### src/rtl/instruction_encoder.sv
// Packs instruction fields into 32-bit IR words and streams them into program memory.
// Optional: define ENCODER_CHECKSUM_EN to add o_checksum (XOR of completed words).
module instruction_encoder #(
  parameter int unsigned ADDR_WIDTH = 8
) (
  input  logic                  i_clk,
  input  logic                  i_reset_n,
  input  logic                  i_clear,
  input  logic                  i_valid,
  output logic                  o_ready,
  input  logic [7:0]            i_opcode,
  input  logic [3:0]            i_rs1,
  input  logic [3:0]            i_rs2,
  input  logic [3:0]            i_ws,
  input  logic [15:0]           i_i,
  output logic                  o_mem_we,
  output logic [ADDR_WIDTH-1:0] o_mem_addr,
  output logic [31:0]           o_mem_data,
  input  logic                  i_mem_ready,
  output logic [ADDR_WIDTH:0]   o_count,
  output logic                  o_full,
  output logic                  o_error
`ifdef ENCODER_CHECKSUM_EN
  ,
  output logic [31:0]           o_checksum
`endif
);

  localparam logic [7:0] OpNop = 8'd0;
  localparam logic [7:0] OpLda = 8'd1;
  localparam logic [7:0] OpSta = 8'd2;
  localparam logic [7:0] OpAdd = 8'd3;
  localparam logic [7:0] OpSub = 8'd4;

  localparam logic [ADDR_WIDTH-1:0] LastAddr = '1;
  localparam logic [ADDR_WIDTH-1:0] AddrOne  = 1;
  localparam logic [ADDR_WIDTH:0]   CountOne = 1;

  typedef enum logic [1:0] {StIdle, StPend, StFull} state_t;

  state_t                state_q, state_d;
  logic [ADDR_WIDTH-1:0] addr_q, addr_d;
  logic [ADDR_WIDTH:0]   count_q, count_d;
  logic [31:0]           data_q, data_d;
  logic                  error_q, error_d;
  logic                  ready_en_q;

  logic [31:0] enc_word;
  logic        enc_err;
  logic        accept;
  logic        complete;

  always_comb begin
    enc_word = '0;
    enc_err  = 1'b0;
    case (i_opcode)
      OpNop:        enc_word = '0;
      OpLda:        enc_word = {i_opcode, i_ws, 4'b0, i_i};
      OpSta:        enc_word = {i_opcode, i_rs1, 4'b0, i_i};
      OpAdd, OpSub: enc_word = {i_opcode, i_ws, 12'b0, i_rs1, i_rs2};
      default:      enc_err  = 1'b1;
    endcase
  end

  assign o_mem_we   = (state_q == StPend);
  assign o_full     = (state_q == StFull);
  assign o_mem_addr = addr_q;
  assign o_mem_data = data_q;
  assign o_count    = count_q;
  assign o_error    = error_q;

  // The final word's completion cycle cannot also accept: there is no address left for it.
  assign o_ready = ready_en_q && !o_full && !i_clear &&
                   (!o_mem_we || (i_mem_ready && addr_q != LastAddr));

  assign accept   = i_valid && o_ready;
  assign complete = o_mem_we && i_mem_ready;

  always_comb begin
    state_d = state_q;
    addr_d  = addr_q;
    count_d = count_q;
    data_d  = data_q;
    error_d = error_q;
    if (i_clear) begin
      state_d = StIdle;
      addr_d  = '0;
      count_d = '0;
      data_d  = '0;
      error_d = 1'b0;
    end else begin
      if (complete) begin
        count_d = count_q + CountOne;
        if (addr_q == LastAddr) begin
          state_d = StFull;
        end else begin
          addr_d  = addr_q + AddrOne;
          state_d = StIdle;
        end
      end
      if (accept) begin
        data_d  = enc_word;
        error_d = error_q | enc_err;
        state_d = StPend;
      end
    end
  end

  always_ff @(posedge i_clk or negedge i_reset_n) begin
    if (!i_reset_n) begin
      state_q    <= StIdle;
      addr_q     <= '0;
      count_q    <= '0;
      data_q     <= '0;
      error_q    <= 1'b0;
      ready_en_q <= 1'b0;
    end else begin
      state_q    <= state_d;
      addr_q     <= addr_d;
      count_q    <= count_d;
      data_q     <= data_d;
      error_q    <= error_d;
      ready_en_q <= 1'b1;
    end
  end

`ifdef ENCODER_CHECKSUM_EN
  logic [31:0] checksum_q, checksum_d;

  always_comb begin
    checksum_d = checksum_q;
    if (i_clear) begin
      checksum_d = '0;
    end else if (complete) begin
      checksum_d = checksum_q ^ data_q;
    end
  end

  always_ff @(posedge i_clk or negedge i_reset_n) begin
    if (!i_reset_n) begin
      checksum_q <= '0;
    end else begin
      checksum_q <= checksum_d;
    end
  end

  assign o_checksum = checksum_q;
`endif

endmodule
### config.mk
export PLATFORM = sky130hd
export DESIGN_NAME = instruction_encoder
export DESIGN_NICKNAME = d
export VERILOG_FILES = /design/src/rtl/instruction_encoder.sv
export SDC_FILE = /design/constraint.sdc
export NUM_CORES = 1
export LEC_CHECK = 0
export ABC_CLOCK_PERIOD_IN_PS = 4200
export BUFFER_PORTS_ARGS = -buffer_cell sky130_fd_sc_hd__buf_4
export CORE_MARGIN = 2
export CORE_UTILIZATION = 45
export DETAILED_ROUTE_END_ITERATION = 10
export GPL_TIMING_DRIVEN = 1
export PLACE_DENSITY = 0.73
export SYNTH_ARGS = -nofsm -noshare
export SYNTH_HDL_FRONTEND = slang
export SYNTH_SLANG_ARGS = --single-unit
### constraint.sdc
create_clock -name i_clk -period 4.2 [get_ports i_clk]
set_clock_uncertainty 0.1 [all_clocks]
set_input_delay 0.63 -clock i_clk [delete_from_list [all_inputs] [get_ports i_clk]]
set_output_delay 0.63 -clock i_clk [all_outputs]
set_load 0.01 [all_outputs]
==> flow_summary.json <==
{
  "run_status": "complete, no violations",
  "p_total_mw": 0.8694,
  "route.detailed.wl_per_inst_um": 15.09,
  "cts_buffers": 5,
  "fin_crit_sh_pct": 60.67,
  "achievable-frequency_mhz": 392.4,
  "worst-path-max-fanout": 7,
  "slew_headroom_pct": 21.38,
  "clock_period_minus_worst_slack_ns": 2.548,
  "cts_setup_buffers": 0,
  "count_of_state_elements_after_synthesis": 49,
  "cts.repair.resized": 0,
  "io_pins": 94,
  "area_delta_synth_final_pct": 27.13,
  "max-clock-path-buffers": 2,
  "cts.root.buffer_cell": "clkbuf_8",
  "worst_setup_hold_path_clk_slew_ns": 0.08,
  "leakage_component_of_the_power_nw": 1.679,
  "timing_max_transition_violations_final": 0,
  "utilization_pct": 59.51,
  "drive_above_1_share_pct": 28.23,
  "drt-vias-per-instance": 5.588,
  "drt-pass1-iter-count": 4,
  "cts-hold-fix-buffers": 0,
  "warning_count_from_the_yosys_run": 0,
  "grt_remaining_overflow": 0,
  "synthesis.area_um2": 2771,
  "synthCells": 296,
  "route.vias.total": 2498,
  "synth.avg_cell_area_um2": 9.363,
  "postRouteAntennaNets": 0,
  "num-fill-cells": 538,
  "hold_ws_ns": 0.2456,
  "die_h_um": 82.48,
  "worst_pin_slew_ns": 1.173,
  "synth.distinct_cells": 43,
  "crit-reg2reg-launch": "o_mem_addr[0]",
  "place.detailed.hpwl_um": 4733,
  "cap_violations": 0,
  "min-delay-path-class": "in -> async",
  "synth_area_leader_cell": "dfrtp_1",
  "antenna_cells": 0,
  "required_ns": 3.47,
  "tritoncts_num_sinks": 49,
  "cts.htree.levels": 2,
  "drt_wl_total_um": 6744,
  "power.density_nw_per_um2": 246.8,
  "finalSetupViolations": 0,
  "synth-edff-count": 0,
  "chipWidth_um": 82.48,
  "hold_violations": 0,
  "synth_seq_area_share_pct": 44.24,
  "crit_path_start_kind": "register",
  "core-area_um2": 5921,
  "rsz_0062_raised_after_global_routing": "no",
  "placement.setup.worst_slack_ns": 1.621,
  "initial_util_pct": 46.81,
  "detail_route.iter0.violations": 145,
  "post-synth-top-area-fraction_pct": 44.24,
  "worst-r2r-setup-slack_ns": 1.68,
  "die_area_um2": 6802,
  "timing_worst_setup_path_type": "reg -> out",
  "grt_usage_pct": 21.23,
  "setup_tns_ns": 0,
  "synthFlopType": "dfrtp_1",
  "grt_start_max_net_pins": 51,
  "r2r_cells": 5,
  "async_flop_share_pct": 100.0,
  "ir_drop_v": 0.0001351,
  "drt_drc_violations_left": 0,
  "grt_pass1_vias": 2360,
  "endpoint_kind": "primary output",
  "yosys-top-cells-area": "dfrtp_1 44%, o21ai_0 7.8%, nor2b_1 5.6%, a32o_1 4.3%, nor2_1 3.7%",
  "clock_latency_of_the_later_clocked_register_in_the_worst_skew_pair_ns": 0.30,
  "tritoncts": "yes",
  "buffer_ports.inserted": 89,
  "fin_nets": 415,
  "critPathArrivalTime_ns": 1.82,
  "gp_congestion": 0.7625,
  "first_pass_grt_wire_length_um": 11140,
  "final_critical_path_setup_slack_ns": 1.652,
  "std_cell_rows": 28,
  "reg2reg_to": "o_mem_data[24]",
  "grt_antenna_before_repair": 0
}
## cells in the final DEF (no fill, tap or decap), types with 3 or more instances in the layout
| cell | count |
|---|---|
| o41ai_1 | 5 |
| o21ai_0 | 43 |
| o21ai_1 | 6 |
| dfrtp_1 | 49 |
| nand2_1 | 13 |
| clkbuf_8 | 6 |
| nand4_1 | 4 |
| o21ai_2 | 3 |
| xnor2_1 | 5 |
| mux2i_1 | 10 |
| and3b_1 | 6 |
| nor2_1 | 27 |
| buf_4 | 90 |
| and3_1 | 6 |
| nor2b_1 | 25 |
| a32o_1 | 12 |
| inv_1 | 7 |
| nand2b_1 | 4 |
| o2111ai_1 | 4 |
| nor3_1 | 4 |
| a31oi_1 | 4 |
| conb_1 | 5 |
| xor2_1 | 9 |
## per-layer routing
metal / wire [µm] / GRT usage, % / up-vias
li1: - / - / 1201
met3: 434 / 3.696 / 7
met4: 79 / 6.000 / 0
met1: 2870 / 27.55 / 1205
met5: 0 / 0 / -
met2: 3359 / 36.37 / 85
## worst max-delay path by stage
stage	startpoint	end	slack [ns]	cells past startpoint
2_1_floorplan	i_opcode[5]	o_mem_data[15]	2.18	5
3_3_place_gp	o_mem_addr[0]	o_mem_data[2]	1.74	5
3_5_place_dp	o_mem_addr[0]	o_mem_data[24]	1.62	5
4_1_cts	o_mem_addr[0]	o_mem_data[24]	1.62	5
5_1_grt	o_mem_addr[0]	o_mem_data[24]	1.35	5
6_report	o_mem_addr[0]	o_ready	1.65	5
## kinds of logic (layout without fill, tap and decap cells)
kind of cell             after synthesis  count (layout)  share of synthesized area, %
AO/OA/AOI/OAI                         87              87                         20.36
XOR/XNOR                              14              14                         4.424
adder cells (fa/ha/maj)                2               2                        0.9028
buffers and inverters                 31             104                         5.417
flip-flops                            49              49                         44.24
multiplexers                          10              10                         3.612
other                                  2               5                        0.2710
AND/OR/NAND/NOR                      101             101                         20.77
## sequential cells by signal, summed over array words and instances (netlist names)
signal,count
o_mem_addr,8
ready_en_q,1
o_error,1
o_count,9
state_q,2
o_mem_data,28
## synthesized netlist by cell type (3+ instances only)
cell type and instances:
dfrtp_1 49, mux2i_1 10, nand2b_1 4, nand4_1 4
nor3_1 5, buf_2 3, and3_1 6, xnor2_1 5
o21ai_1 7, nor2b_1 25, and3b_1 6, o21ai_0 43
nand2_1 13, xor2_1 9, inv_1 7, nor2_1 27
a32o_1 12, o2111ai_1 4, a31oi_1 4, clkbuf_1 12
o41ai_1 5, buf_4 6
## metrics by stage
step	std cells	area, µm²
3_5_place_dp	440	3437
3_3_place_gp	440	3437
4_1_cts	447	3523
5_1_grt	447	3523
6_report	447	3523
2_1_floorplan	299	2783
## where the power goes
part | internal (mW) | total (mW) | switching [mW]
combinational | 0.0488 | 0.115 | 0.0658
sequential | 0.475 | 0.479 | 0.00380
clock | 0.131 | 0.276 | 0.145
total | 0.655 | 0.869 | 0.215
## area by class of cell
class	instances	area, µm²	share of cell area [%]
sequential	49	1226	34.80
multi-input combinational	219	1415	40.16
tap	75	93.84	2.663
inverter	7	26.28	0.7457
timing repair buffer	90	675.6	19.18
clock buffer	7	86.33	2.450
## worst max-delay path: stages, from the launching register on
cell,delay (ns)
dfrtp_1,0.42
ha_1,0.21
nand3_1,0.22
o21a_1,0.29
o211a_1,0.23
buf_4,0.14
No activity file was read; power rests on OpenSTA's default activity.
